File: src/rtl/motor_speed_hall_meas.sv
`default_nettype none
// ============================================================================
// Module   : motor_speed_hall_meas
// Brief    : Hall sensor deglitch, sector/direction decode and electrical
//            revolution period measurement (sum of the last six sector times).
// Revision : 1.0 - initial release
// ============================================================================
module motor_speed_hall_meas #(
    parameter int unsigned FILTER_CYCLES  = 16,
    parameter int unsigned TIMEOUT_CYCLES = 100000000
) (
    input  logic        clk,
    input  logic        rst,
    input  logic        ce,
    input  logic [2:0]  hall,
    output logic [31:0] motor_speed,
    output logic        new_motor_speed,
    output logic        direction,
    output logic [2:0]  position,
    output logic        stalled,
    output logic        hall_err
);

    localparam logic [7:0]  c_filter  = 8'(FILTER_CYCLES);
    localparam logic [31:0] c_timeout = 32'(TIMEOUT_CYCLES);

    logic [2:0]  r_sync1, r_sync2;
    logic [2:0]  r_cand, r_code;
    logic [7:0]  r_run;
    logic        r_new;
    logic [2:0]  r_pos;
    logic        r_pos_vld, r_armed, r_dir, r_dir_vld;
    logic        r_stalled, r_err, r_strobe;
    logic [31:0] r_cnt, r_sum, r_speed;
    logic [31:0] r_buf [6];
    logic [2:0]  r_wp, r_fill;

    logic [7:0]  w_run;
    logic        w_accept;
    logic        w_dec_ok;
    logic [2:0]  w_dec_sec, w_pos_inc, w_pos_dec;
    logic        w_fwd, w_adj, w_chg, w_push, w_timeout, w_clr;
    logic [31:0] w_sum;

    always_ff @(posedge clk) begin
        if (rst) begin
            r_sync1 <= '0;
            r_sync2 <= '0;
        end else begin
            r_sync1 <= hall;
            r_sync2 <= r_sync1;
        end
    end

    // Run length of the synced code; a code is accepted once it has been
    // stable for c_filter ce cycles and differs from the accepted one.
    assign w_run    = (r_sync2 == r_cand) ? ((r_run == 8'hFF) ? r_run : r_run + 8'd1) : 8'd1;
    assign w_accept = (r_sync2 != r_code) && (w_run >= c_filter);

    always_ff @(posedge clk) begin
        if (rst) begin
            r_cand <= '0;
            r_run  <= '0;
            r_code <= '0;
            r_new  <= 1'b0;
        end else if (ce) begin
            r_cand <= r_sync2;
            r_run  <= w_run;
            r_new  <= w_accept;
            if (w_accept) begin
                r_code <= r_sync2;
            end
        end
    end

    always_comb begin
        w_dec_ok  = 1'b1;
        w_dec_sec = 3'd0;
        case (r_code)
            3'b001:  w_dec_sec = 3'd0;
            3'b011:  w_dec_sec = 3'd1;
            3'b010:  w_dec_sec = 3'd2;
            3'b110:  w_dec_sec = 3'd3;
            3'b100:  w_dec_sec = 3'd4;
            3'b101:  w_dec_sec = 3'd5;
            default: w_dec_ok  = 1'b0;
        endcase
    end

    assign w_pos_inc = (r_pos == 3'd5) ? 3'd0 : r_pos + 3'd1;
    assign w_pos_dec = (r_pos == 3'd0) ? 3'd5 : r_pos - 3'd1;
    assign w_fwd     = (w_dec_sec == w_pos_inc);
    assign w_adj     = r_pos_vld && (w_fwd || (w_dec_sec == w_pos_dec));
    assign w_chg     = r_new && w_dec_ok && (!r_pos_vld || (w_dec_sec != r_pos));
    assign w_push    = w_chg && w_adj && r_armed && r_dir_vld && (w_fwd == r_dir);
    // An accepted sector change in the same cycle suppresses the stall.
    assign w_timeout = !w_chg && !r_stalled && (r_cnt == c_timeout);
    assign w_clr     = (w_chg && !w_push) || w_timeout;
    assign w_sum     = r_sum + r_cnt - r_buf[r_wp];

    always_ff @(posedge clk) begin
        if (rst) begin
            r_pos     <= '0;
            r_pos_vld <= 1'b0;
            r_armed   <= 1'b0;
            r_dir     <= 1'b0;
            r_dir_vld <= 1'b0;
            r_stalled <= 1'b0;
            r_err     <= 1'b0;
            r_strobe  <= 1'b0;
            r_cnt     <= '0;
            r_sum     <= '0;
            r_speed   <= '0;
            r_wp      <= '0;
            r_fill    <= '0;
            for (int i = 0; i < 6; i++) begin
                r_buf[i] <= '0;
            end
        end else if (ce) begin
            r_strobe <= 1'b0;
            if (r_new && !w_dec_ok) begin
                r_err <= 1'b1;
            end
            if (w_chg) begin
                r_cnt     <= 32'd1;
                r_pos     <= w_dec_sec;
                r_pos_vld <= 1'b1;
                r_armed   <= 1'b1;
                r_stalled <= 1'b0;
                if (r_pos_vld && !w_adj) begin
                    r_err <= 1'b1;
                end
                if (w_adj) begin
                    r_dir     <= w_fwd;
                    r_dir_vld <= 1'b1;
                end
            end else if (r_cnt != c_timeout) begin
                r_cnt <= r_cnt + 32'd1;
            end
            if (w_timeout) begin
                r_stalled <= 1'b1;
                r_speed   <= '0;
                r_strobe  <= 1'b1;
                r_armed   <= 1'b0;
            end
            if (w_push) begin
                r_buf[r_wp] <= r_cnt;
                r_sum       <= w_sum;
                r_wp        <= (r_wp == 3'd5) ? 3'd0 : r_wp + 3'd1;
                if (r_fill != 3'd6) begin
                    r_fill <= r_fill + 3'd1;
                end
                if (r_fill >= 3'd5) begin
                    r_speed  <= w_sum;
                    r_strobe <= 1'b1;
                end
            end else if (w_clr) begin
                r_sum  <= '0;
                r_wp   <= '0;
                r_fill <= '0;
                for (int i = 0; i < 6; i++) begin
                    r_buf[i] <= '0;
                end
            end
        end else begin
            r_strobe <= 1'b0;
        end
    end

    assign motor_speed     = r_speed;
    assign new_motor_speed = r_strobe;
    assign direction       = r_dir;
    assign position        = r_pos;
    assign stalled         = r_stalled;
    assign hall_err        = r_err;

endmodule
`default_nettype wire

File: config.mk
export PLATFORM = sky130hd
export DESIGN_NAME = motor_speed_hall_meas
export DESIGN_NICKNAME = d
export VERILOG_FILES = /design/src/rtl/motor_speed_hall_meas.sv
export SDC_FILE = /design/constraint.sdc
export NUM_CORES = 1
export LEC_CHECK = 0
export CAP_MARGIN = 30
export CORE_ASPECT_RATIO = 0.9
export CORE_MARGIN = 1.5
export CORE_UTILIZATION = 50
export CTS_CLUSTER_SIZE = 24
export DETAILED_ROUTE_END_ITERATION = 8
export GPL_ROUTABILITY_DRIVEN = 1
export GPL_TIMING_DRIVEN = 0
export PLACE_DENSITY_LB_ADDON = 0.25
export SLEW_MARGIN = 5
export SYNTH_ARGS = -nofsm -noshare
export SYNTH_HDL_FRONTEND = slang
export SYNTH_SLANG_ARGS = --single-unit
File: constraint.sdc
create_clock -name clk -period 9.1 [get_ports clk]
set_input_delay 0.91 -clock clk [delete_from_list [all_inputs] [get_ports clk]]
set_output_delay 0.91 -clock clk [all_outputs]
set_load 0.02 [all_outputs]
==> flow_summary.ini <==
[outcome]
status = complete, no violations

[synthesis]
cells_after_synth = 1659
number_of_flops_mapped_to_enable_cells_by_yosys = 256
yosysUniqueCellTypes = 69
postSynth.topFlopCell = edfxtp_1
async_reset_ff_frac = 0
post_synth.cell_area_avg_sq_um = 11.79
synth-seq-area-share = 0.5321
yosys.area.top_type_share = 0.3929
ys_warn_count = 0
syn_area_sq_um = 19560
ys_ff_latch = 392
yosys-top-cells-area = edfxtp_1, dfxtp_1, mux4_2
synth_largest_area_cell = edfxtp_1
synth_nets = 1734

[die]
core.rowCount = 68
initial_utilization = 0.5087
design.die.area_sq_um = 40320
chipHeight_um = 190.7
die-width_um = 211.5
core_box_area_sq_um = 38460
ios = 45

[placed_design]
io_buffers = 44
dpl_cell_area_sq_um = 20960
placed_cells_incl_taps = 2246
hpwl_um = 38660
dp_worst_setup_slack_ns = 3.084
gpl.final_weighted_congestion = 0.8775

[sta]
post-route-worst-setup-slack_ns = 3.092
maxSlewViolCount = 0
hold_viol_final = 0
rsz0062_at_grt = no
setup_viol_count_final = 0
worst_hold_slack_ns = 0.4382
timing.final.crit_share = 0.6603
fin_skew_ns = 0.02920
worstMarginPinSlew_ns = 1.040
max_freq_ghz = 0.1664
final.min_clock_period_ns = 6.009
maxSlewHeadroom = 0.3068

[clocking]
clock_sink_count = 392
postCtsHoldBufs = 0
clk_pin_slew_worst_paths_ns = 0.06
clock-root-buffer = clkbuf_16
max-clock-path-buffers = 3
tritoncts = built
cts.htree.levels = 2
postCtsResizedCells = 0
worst_skew_pair.late_latency_ns = 0.57
post-cts-setup-buffers = 0
cts-buffers-inserted = 41

[routing]
drc_errors = 0
route.detailed.vias_per_inst = 5.920
avgRoutedWirePerCell_um = 22.77
antenna_left = 0
initialDrtViolationCount = 1458
via_count = 13760
finalWirelength_um = 52940
firstDrtPassIters = 5

[worst_setup_path]
critPathMaxStageDelay_ns = 0.71
timing.critical_path.from_type = flip-flop
reg2reg_slack_ns = 3.09
setup.worst_path.class = flip-flop to flip-flop
cpMaxStageDelayCell = buf_1
crit_path_end_kind = flip-flop
cp.arrival_ns = 6.45
worst_ep_required_ns = 9.54
path_max_fanout = 10
path_cells = clkbuf_1 > buf_1 > mux4_2 > mux2_2 > fa_1 > inv_1 > ha_1 > clkbuf_1 > nand4_1 > o221ai_1 > a211oi_1 > a21oi_1 > o21ai_1 > o21bai_1 > a211oi_1 > xnor2_1 > o21ai_1

[power]
pwrdens_nw_per_um2 = 169.5
fin_total_pwr_uw = 3788
worst_ir_drop_vdd_uv = 136.8
cellLeakagePower_uw = 0.008063

[global_routing]
grt_overflow_total = 0
grt_use_total = 0.2683
antenna_violations_before_repair = 1
first_global_vias = 13390
pin_count_of_the_biggest_net_entering_global_routing = 28
grt_first_pass_wirelength_um = 80340

[cells_and_area]
antennaDiodeCount = 0
post_route_cell_area_sq_um = 22350
drive_above_1_share = 0.1444
layout.cells.non_filler = 2325
final.fill_count = 3187
multiInputGateArea_sq_um = 8182
design.final.nets = 1842
sequential_cell_area_sq_um = 10410
areaGrowthSynthToFinish_pct = 14.22

[hold_path]
type_of_the_tightest_min_delay_check = flip-flop to flip-flop
hp-start = r_sync1[1]

[job]
maxCapViolCount = 0
[critical path, delay by kind of cell, from the launching register on]
family,cells,cell delay (ns)
compound gates,7,1.77
buf+inv,4,1.70
mux,2,0.91
fa+ha+maj,2,0.75
flops,1,0.31
xor+xnor,1,0.26
simple gates,1,0.18
[cell usage in the layout, fill, tap and decap left out, types with 64 or more instances in the layout]
cell type,instances
edfxtp_1,256
mux4_2,64
nand2_1,80
a21oi_1,70
dfxtp_1,136
nor2_1,115
and3_1,71
and2_1,73
inv_1,133
clkbuf_1,77
[layer usage]
metal  track usage  share of wire  wire length (um)
met1        0.3809           0.43             22810
met2        0.4161           0.46             24360
met3       0.05089          0.080              4233
met4       0.08846          0.029              1539
met5             0              0                 0
[Yosys cell counts, drive strengths merged, types with 2 or more instances]
| library cell | count |
|---|---|
| edfxtp | 256 |
| dfxtp | 136 |
| inv | 135 |
| nor2 | 116 |
| nand2 | 84 |
| and2 | 74 |
| and3 | 71 |
| a21oi | 70 |
| clkbuf | 68 |
| mux4 | 64 |
| nor3 | 64 |
| nand3 | 58 |
| xnor2 | 56 |
| buf | 42 |
| nor4 | 40 |
| ha | 38 |
| o21ai | 37 |
| fa | 31 |
| mux2 | 29 |
| a22oi | 28 |
| a21o | 18 |
| nand2b | 14 |
| xor2 | 14 |
| a211oi | 13 |
| nand4 | 12 |
| nor2b | 12 |
| a22o | 10 |
| mux2i | 10 |
| a31oi | 6 |
| or3 | 6 |
| o211ai | 4 |
| o21a | 4 |
| o21bai | 4 |
| a211o | 3 |
| and4 | 3 |
| nand3b | 3 |
| or4 | 3 |
| a2111oi | 2 |
| a41o | 2 |
| o2111ai | 2 |
| o31a | 2 |
| o32a | 2 |
| o41ai | 2 |
[cell type report]
type	count	share of cell area
buffer	110	0.02251
clock buffer	54	0.05045
clock inverter	22	0.009910
inverter	135	0.02268
multi-input combinational	1022	0.3661
sequential	392	0.4658
tap	525	0.02940
timing repair buffer	65	0.03309
[flip-flops by register name, summed over array words and instances, names as in the netlist, 3 cells and up, named ones only]
register and flops:
r_cnt 32, r_run 8, r_wp 3, r_buf 256, r_code 3, r_fill 3, r_cand 3, position 3
r_sync1 3, r_sync2 3, motor_speed 32, r_sum 32
[kinds of logic (layout without fill, tap and decap cells)]
logic type / after synthesis / after routing / share of synthesized area
and+or+nand+nor: 563 / 563 / 0.1604
DFF: 392 / 392 / 0.5321
buffers and inverters: 245 / 386 / 0.05161
AOI/OAI and AO/OA: 217 / 217 / 0.07304
muxes: 103 / 103 / 0.09548
xor gates and xnor gates: 70 / 70 / 0.03134
adders and majority gates: 69 / 69 / 0.05603
[final timing paths]
path	endpoint	cells after the start
worst max-delay path	r_sum[31]	17
worst max register to register	r_sum[31]	17
worst min register to register	r_sync2[1]	1
worst min-delay path	r_sync2[1]	1
[power breakdown]
group / internal [uW] / switching, uW / total (uW)
Clock: 990 / 716 / 1710
Sequential: 1930 / 14.9 / 1940
Combinational: 50.1 / 89.1 / 139
[stage by stage]
step / TNS [ns] / util
6_report: 0 / 0.5811
5_1_grt: 0 / 0.5811
4_1_cts: 0 / 0.5800
2_1_floorplan: 0 / -
3_3_place_gp: -7.149 / 0.5373
3_5_place_dp: 0 / 0.5449
(Power assumes the default switching activity.)
